$ cat src/rtl/ring_osc_meter.sv
// ring_osc_meter
//   Sequencer and measurement controller for an enable-gated ring oscillator.
//   On an accepted start it enables the ring and lets it settle. It then counts
//   synchronized rising edges of the ring output over a fixed window of system
//   clocks. Finally it disables the ring, drains the synchronizer and reports
//   the count with a one-cycle done pulse.
//
// Ports
//   clk       in   system clock, all logic on its rising edge
//   rst       in   synchronous reset, active high
//   start     in   measurement request, honoured only in IDLE (and not with abort)
//   abort     in   cancel a measurement in SETTLE/MEASURE/DRAIN; blocks start in IDLE
//   ring_clk  in   ring oscillator output, asynchronous to clk
//   ring_en   out  registered enable to the ring oscillator
//   busy      out  high whenever the controller is not IDLE (including DONE)
//   done      out  one-cycle pulse, count/overflow valid
//   count     out  rising ring edges seen in the window, saturating at all-ones
//   overflow  out  sticky: an edge arrived while count was already saturated
module ring_osc_meter #(
    parameter int WINDOW_CYCLES = 1024,
    parameter int SETTLE_CYCLES = 4,
    parameter int CNT_W         = 16,
    parameter int SYNC_STAGES   = 2
) (
    input  logic             clk,
    input  logic             rst,
    input  logic             start,
    input  logic             abort,
    input  logic             ring_clk,
    output logic             ring_en,
    output logic             busy,
    output logic             done,
    output logic [CNT_W-1:0] count,
    output logic             overflow
);

    localparam logic [2:0] ST_IDLE    = 3'd0;
    localparam logic [2:0] ST_SETTLE  = 3'd1;
    localparam logic [2:0] ST_MEASURE = 3'd2;
    localparam logic [2:0] ST_DRAIN   = 3'd3;
    localparam logic [2:0] ST_DONE    = 3'd4;

    // One down-counter times every phase, so it must hold the longest load.
    localparam int TMAX_SW = (WINDOW_CYCLES > SETTLE_CYCLES) ? WINDOW_CYCLES : SETTLE_CYCLES;
    localparam int TMAX    = (TMAX_SW > SYNC_STAGES) ? TMAX_SW : SYNC_STAGES;
    localparam int TIMER_W = $clog2(TMAX + 1);

    // Each phase loads length-1 and leaves when the timer reads zero.
    // DRAIN lasts SYNC_STAGES+1 cycles, so it loads SYNC_STAGES.
    localparam logic [TIMER_W-1:0] SETTLE_LOAD = TIMER_W'(SETTLE_CYCLES - 1);
    localparam logic [TIMER_W-1:0] WINDOW_LOAD = TIMER_W'(WINDOW_CYCLES - 1);
    localparam logic [TIMER_W-1:0] DRAIN_LOAD  = TIMER_W'(SYNC_STAGES);
    localparam logic [CNT_W-1:0]   CNT_MAX     = {CNT_W{1'b1}};

    logic [2:0]             state_q,    state_d;
    logic [TIMER_W-1:0]     timer_q,    timer_d;
    logic [CNT_W-1:0]       count_q,    count_d;
    logic                   overflow_q, overflow_d;
    logic                   ring_en_q,  ring_en_d;
    logic                   busy_q,     busy_d;
    logic                   done_q,     done_d;
    logic [SYNC_STAGES-1:0] sync_q,     sync_d;
    logic                   prev_q,     prev_d;
    logic                   ring_edge;
    logic                   in_run;

    // Synchronizer chain plus one extra flop for rising-edge detection.
    // ring_clk feeds only the first synchronizer stage.
    always_comb begin
        sync_d = {sync_q[SYNC_STAGES-2:0], ring_clk};
        prev_d = sync_q[SYNC_STAGES-1];
    end

    assign ring_edge = sync_q[SYNC_STAGES-1] & ~prev_q;
    assign in_run    = (state_q == ST_SETTLE) || (state_q == ST_MEASURE) ||
                       (state_q == ST_DRAIN);

    always_comb begin
        state_d    = state_q;
        timer_d    = timer_q;
        count_d    = count_q;
        overflow_d = overflow_q;
        ring_en_d  = ring_en_q;

        if (abort && in_run) begin
            // Cancelled measurement: nothing is reported, results are cleared.
            state_d    = ST_IDLE;
            timer_d    = '0;
            count_d    = '0;
            overflow_d = 1'b0;
            ring_en_d  = 1'b0;
        end else begin
            case (state_q)
                ST_IDLE: begin
                    if (start && !abort) begin
                        state_d    = ST_SETTLE;
                        timer_d    = SETTLE_LOAD;
                        count_d    = '0;
                        overflow_d = 1'b0;
                        ring_en_d  = 1'b1;
                    end
                end
                ST_SETTLE: begin
                    if (timer_q == '0) begin
                        state_d = ST_MEASURE;
                        timer_d = WINDOW_LOAD;
                    end else begin
                        timer_d = timer_q - 1'b1;
                    end
                end
                ST_MEASURE: begin
                    if (ring_edge) begin
                        if (count_q == CNT_MAX) begin
                            overflow_d = 1'b1;
                        end else begin
                            count_d = count_q + 1'b1;
                        end
                    end
                    if (timer_q == '0) begin
                        state_d   = ST_DRAIN;
                        timer_d   = DRAIN_LOAD;
                        ring_en_d = 1'b0;
                    end else begin
                        timer_d = timer_q - 1'b1;
                    end
                end
                ST_DRAIN: begin
                    // Edges still emerging from the synchronizer are discarded.
                    if (timer_q == '0) begin
                        state_d = ST_DONE;
                    end else begin
                        timer_d = timer_q - 1'b1;
                    end
                end
                ST_DONE: begin
                    // An abort arriving here is moot: the result is already out.
                    state_d = ST_IDLE;
                end
                default: begin
                    state_d   = ST_IDLE;
                    ring_en_d = 1'b0;
                end
            endcase
        end

        busy_d = (state_d != ST_IDLE);
        done_d = (state_d == ST_DONE);
    end

    always_ff @(posedge clk) begin
        if (rst) begin
            state_q    <= ST_IDLE;
            timer_q    <= '0;
            count_q    <= '0;
            overflow_q <= 1'b0;
            ring_en_q  <= 1'b0;
            busy_q     <= 1'b0;
            done_q     <= 1'b0;
            sync_q     <= '0;
            prev_q     <= 1'b0;
        end else begin
            state_q    <= state_d;
            timer_q    <= timer_d;
            count_q    <= count_d;
            overflow_q <= overflow_d;
            ring_en_q  <= ring_en_d;
            busy_q     <= busy_d;
            done_q     <= done_d;
            sync_q     <= sync_d;
            prev_q     <= prev_d;
        end
    end

    assign ring_en  = ring_en_q;
    assign busy     = busy_q;
    assign done     = done_q;
    assign count    = count_q;
    assign overflow = overflow_q;

endmodule

$ cat config.mk
export PLATFORM = sky130hd
export DESIGN_NAME = ring_osc_meter
export DESIGN_NICKNAME = d
export VERILOG_FILES = /design/src/rtl/ring_osc_meter.sv
export SDC_FILE = /design/constraint.sdc
export NUM_CORES = 1
export LEC_CHECK = 0
export ABC_CLOCK_PERIOD_IN_PS = 2450
export CAP_MARGIN = 20
export CORE_ASPECT_RATIO = 0.6
export CORE_MARGIN = 2
export CORE_UTILIZATION = 45
export DETAILED_ROUTE_END_ITERATION = 10
export PLACE_DENSITY_LB_ADDON = 0.08
export SLEW_MARGIN = 5
export SYNTH_ARGS = -nofsm -noshare
export SYNTH_HDL_FRONTEND = slang
export SYNTH_SLANG_ARGS = --single-unit
$ cat constraint.sdc
create_clock -name clk -period 2.45 [get_ports clk]
set_input_delay 0.245 -clock clk [delete_from_list [all_inputs] [get_ports clk]]
set_output_delay 0.245 -clock clk [all_outputs]
set_load 0.02 [all_outputs]
=== Word level (Yosys, flattened, before mapping) ===
Cells that the tools add are included.

* Register bits after elaboration: 37
* Bits in latches: 0
* RAM bits: 0
* ROM bits: 0
* Input bits: 5
* Output and inout port bits: 20
* Word-level logic and storage cells: 64
* Memories kept: 0

* Add/sub/neg operators: 2
* Multipliers: 0
* Div/mod/pow operators: 0
* Order comparisons: 0
* Equality and inequality tests: 12
* Shift-type cells: 0
* Mux-type cells: 22
* Bitwise operators: 3
* Reduce and logical (&&, ||, !) cells: 16

{| class="wikitable"
|+ Operators by type and width
! operator !! count
|-
| two-way mux 16 bit || 3
|-
| two-way mux 11 bit || 4
|-
| one-hot mux 11 bit (4 select lines) || 1
|-
| one-hot mux 16 bit (2 select lines) || 1
|-
| adder 16 x 1 -> 16 bit (second input constant) || 1
|-
| equality test 16 bit (second input constant) || 1
|-
| two-way mux 3 bit || 5
|-
| one-hot mux 3 bit (4 select lines) || 1
|-
| logical NOT 11 bit || 1
|-
| subtractor 11 x 1 -> 11 bit (second input constant) || 1
|-
| != test 2 bit (second input constant) || 4
|-
| AND reduction 4 bit || 2
|-
| equality test 3 x 2 -> 1 bit (second input constant) || 2
|-
| equality test 3 bit (second input constant) || 2
|-
| AND reduction 3 bit || 2
|-
| two-way mux 1 bit || 5
|-
| != test 2 x 1 -> 1 bit (second input constant) || 2
|-
| nonzero test 4 bit || 1
|-
| equality test 3 x 1 -> 1 bit (second input constant) || 1
|-
| logical NOT 3 bit || 1
|-
| one-hot mux 1 bit (3 select lines) || 1
|-
| nonzero test 3 bit || 1
|-
| OR reduction 3 bit || 1
|-
| logical AND 1 bit || 2
|-
| other kinds (7) || 9
|}

=== Depth between registers and ports, before layout ===
* Word-level depth: 6
* Mapped depth: 8
* Depth with buffers taken out: 7

=== Least setup slack after synthesis ===
OpenSTA, ideal clock, no wires.

* Path kind: flip-flop to flip-flop
* Start point: register count_q[9] (netlist: count[9])
* End point: register count_q[4] (netlist: count[4])
* Setup time: 120 ps
* Data arrival time: 1671 ps
* Required time: 2330 ps
* Setup slack: 659 ps
* Cell stages (with the launch flop): 7
* Path buffers: 1
* Clock period less this slack: 1791 ps
* Cell sequence: dfxtp_1 nand4_2 nor4_4 buf_4 a211oi_1 xnor2_1 nor2_1

* Word-level cells in the longest chain between the ends: 3

{| class="wikitable"
|+ Ends and longest elaborated chain
! what !! RTL line !! RTL
|-
| from (decl) || 57 || <nowiki>logic [CNT_W-1:0] count_q, count_d;</nowiki>
|-
| from (signal assigned) || 164 || <nowiki>count_q <= count_d;</nowiki>
|-
| equality test 16 bit || 113 || <nowiki>if (count_q == CNT_MAX) begin</nowiki>
|-
| != test 2 bit (no line) || -- ||
|-
| AND reduction 4 bit (no line) || -- ||
|}

Every way passes these cells.
A chain may end at the register's enable or synchronous reset.

=== Worst setup path in the final report ===
* Start point: register timer_q[0]
* End point: register timer_q[2]

* Word-level cells in the longest chain between the ends: 3
* Elaborated cells between the ends (all ways): 8
* Those cells by class: add/sub: 1; eq/ne: 1; mux: 4; reduce/logical: 2

{| class="wikitable"
|+ Ends and longest elaborated chain
! what !! RTL line !! RTL
|-
| from (decl) || 56 || <nowiki>logic [TIMER_W-1:0] timer_q, timer_d;</nowiki>
|-
| from (signal assigned) || 163 || <nowiki>timer_q <= timer_d;</nowiki>
|-
| subtractor 11 x 1 -> 11 bit or logical NOT 11 bit (tied branches) || -- ||
|-
| two-way mux 11 bit (tied with other cells) || 129 || <nowiki>if (timer_q == '0) begin</nowiki>
|-
| one-hot mux 11 bit (4 select lines) or AND reduction 3 bit (tied branches) || -- ||
|}

Parallel ways exist; a longest one is shown, timed or not. The select of a mux whose other input is x is not followed.

==> metrics.md <==
| Metric | Value |
|---|---|
| Status | `finished clean` |
| Simple-Gate Fraction of Synth Area | `26.53%` |
| Initial cell density of the core | `47.54%` |
| CTS tree | `built` |
| Inserted Diodes | `0` |
| Clock network power share | `16.4%` |
| Core Box Area | `4167 um2` |
| Flop pwr share | `32.7%` |
| Setup crit start kind | `flip-flop` |
| Seq/Total Area, Yosys | `37.40%` |
| Fin. Hold Viols | `0` |
| Crit path arrival time | `2.44 ns` |
| Clock transition at path regs | `0.07 ns` |
| Filler instances | `415` |
| CP Max Fanout | `6` |
| Reg area | `740.7 um2` |
| Met3 Routed Length | `368 um` |
| Synth cell count leaders | `dfxtp_1, nor2_1, nand2_1, xnor2_1` |
| Avg WL per Cell | `15.14 um` |
| Asr flop ratio synth | `0%` |
| Count leader, synth | `dfxtp_1` |
| CP Class | `reg2reg` |
| Register bit total from synthesis | `37` |
| Die area | `4966 um2` |
| Post-route ant nets | `0` |
| Num CTS Buffers | `5` |
| Final Net Count | `264` |
| Post-synthesis mux area share | `0%` |
| # port buffers | `24` |
| Grt ovf | `0` |
| First-pass DRT Iterations | `4` |
| Hold depth | `1` |
| Die W | `89.65 um` |
| CTS max path bufs | `2` |
| Area Overhead vs Synth | `20.66%` |
| Main combinational cell family by area after synthesis | `simple AND/OR/NAND/NOR gates` |
| CTS sink cnt | `37` |
| Syn Nets | `234` |
| Final Max Slew Viols | `0` |
| Max transition margin | `47.13%` |
| DRC Markers | `0` |
| Power Internal | `0.001386 W` |
| First-pass GRT wire length | `8.155 mm` |
| Worst slew pin tran | `0.7858 ns` |
| FP Rows | `18` |
| CP required | `2.69 ns` |
| Critical Path End Type | `flip-flop` |
| Comb power frac | `50.8%` |
| IO Pins | `25` |
| Final period utilization | `90.12%` |
| Setup violators final | `0` |
| Final Skew | `0.006593 ns` |
| Hold WC Path Type | `reg2reg` |
| Adder-cell share of the synthesized area | `1.895%` |
| DRT Wirelength | `4.799 mm` |
| Vias in the first global route | `1,551` |
| Synth Instances | `226` |
| Xor/xnor share of the synthesized area | `6.633%` |
| Compound-gate portion of the synthesized area | `23.37%` |
| Top-area cell type share of the netlist area | `37.40%` |
| Area of the multi-input gates | `1157 um2` |
| Worst vdd rail ir drop | `0.5745 mV` |
| R2r worst-path depth | `7` |
| First DRT Iteration DRCs | `90` |
| Post-synthesis area per instance | `8.764 um2` |
| Die height | `55.39 um` |
| Peak Freq | `0.4529 GHz` |
| Post-detail-place hpwl | `3.505 mm` |
| Root buf cell | `clkbuf_8` |
| Met2 wire length | `1.670 mm` |
| Post-cts resize count | `0` |
| Pin count of the biggest net entering global routing | `15` |
| Ys Warns | `0` |
| Final TNS setup | `0 ns` |
| Final Wtd Congestion | `0.8322` |
| Maxcap violations | `0` |
| RSZ-0062 raised after global routing | `no` |
| Vias per cell | `5.618` |
| Net switching power | `0.001154 W` |
| Wl on met1 | `2.724 mm` |
| Synth area leader | `dfxtp_1` |
| Share of cells above drive strength 1 | `12.06%` |
| Leak Pwr | `0.8159 nW` |
| Post-synth top flop | `dfxtp_1` |
| # H-tree levels | `2` |
| Clk_lat worst skew | `0.29 ns` |
| Initial antenna violation count | `0` |
| Mapped Area | `1981 um2` |
| Power, Total | `0.002540 W` |
| Vias after detailed routing | `1,781` |
| Hold_buf cts | `0` |
| Setup repair bufs after CTS | `0` |
| Uppermost layer routed | `met4` |
| PwrDens | `1063 nW/um2` |
| Final Critical Period | `2.208 ns` |
| Number of synthesized flops with an enable pin | `0` |
| Total track usage | `21.08%` |
| Synth unique cells | `52` |
| Sw frac | `45.42%` |
| Synth top area cells | `dfxtp_1, xnor2_1, nor2_1` |
layout by cell type (no fill, tap or decap), types with 6 or more instances in the layout:
master / Yosys / routed
a211oi_1: 9 / 9
a21oi_1: 11 / 11
buf_4: 3 / 8
clkdlybuf4s50_1: 0 / 24
dfxtp_1: 37 / 37
inv_1: 6 / 6
nand2_1: 17 / 17
nand3_1: 11 / 11
nor2_1: 24 / 24
o21ai_0: 7 / 7
o21ai_1: 7 / 7
xnor2_1: 14 / 14
power groups by stage:
stage,clock (W),sequential (W),combinational (W)
2_1_floorplan,0,0.000820,0.000935
3_3_place_gp,0,0.000842,0.00125
3_5_place_dp,0,0.000841,0.00125
4_1_cts,0.000432,0.000827,0.00126
5_1_grt,0.000458,0.000851,0.00144
6_report,0.000417,0.000831,0.00129
layout make-up:
type,instances,area share [%]
sequential,37,30.99
tap,60,3.141
inverter,6,0.9424
clock inverter,2,0.4188
multi-input combinational,173,48.43
timing repair buffer,33,13.04
clock buffer,6,3.037
cells by family (layout without fill, tap and decap cells):
family	count (synthesis)	count (layout)
compound gates	64	64
xor+xnor	15	15
fa+ha+maj	3	3
buf+inv	16	47
flops	37	37
simple gates	91	91
critical path, stage by stage, from the launching register on:
cell,delay [ns]
dfxtp_1,0.33
inv_1,0.11
ha_1,0.16
nor4b_2,0.44
nand4_1,0.32
a21oi_1,0.48
o21bai_1,0.18
a22o_1,0.13
per-layer routing:
| metal | vias up | GRT usage, % |
|---|---|---|
| met5 | - | 0 |
| met4 | 0 | 4.478 |
| met3 | 4 | 6.129 |
| met2 | 64 | 23.21 |
| met1 | 824 | 37.33 |
| li1 | 889 | - |
registers in the layout (all words and copies together), names as in the netlist, 2 cells and up:
| signal | flops |
|---|---|
| timer_q | 11 |
| count | 16 |
| state_q | 3 |
| sync_q | 2 |
through the flow:
| step | hold WS (ns) | cells | setup slack, ns | area (um2) | util, % |
|---|---|---|---|---|---|
| detailed placement | 0.4246 | 308 | 0.03575 | 2296 | 55.11 |
| finish | 0.4384 | 317 | 0.2420 | 2390 | 57.36 |
| global route | 0.4788 | 317 | 0.06074 | 2390 | 57.36 |
| global placement | 0.4200 | 308 | 0.08390 | 2296 | 55.11 |
| floorplan | 0.3732 | 226 | 0.6593 | 1981 | - |
| CTS | 0.4425 | 316 | 0.2926 | 2379 | 57.09 |
worst paths after layout:
check,from,endpoint,slack (ns)
setup reg to reg,timer_q[0],timer_q[2],0.24
hold reg to reg,sync_q[0],sync_q[1],0.44
hold / removal,sync_q[0],sync_q[1],0.44
setup / recovery,timer_q[0],timer_q[2],0.24
Power figures use the tool's default switching activity.
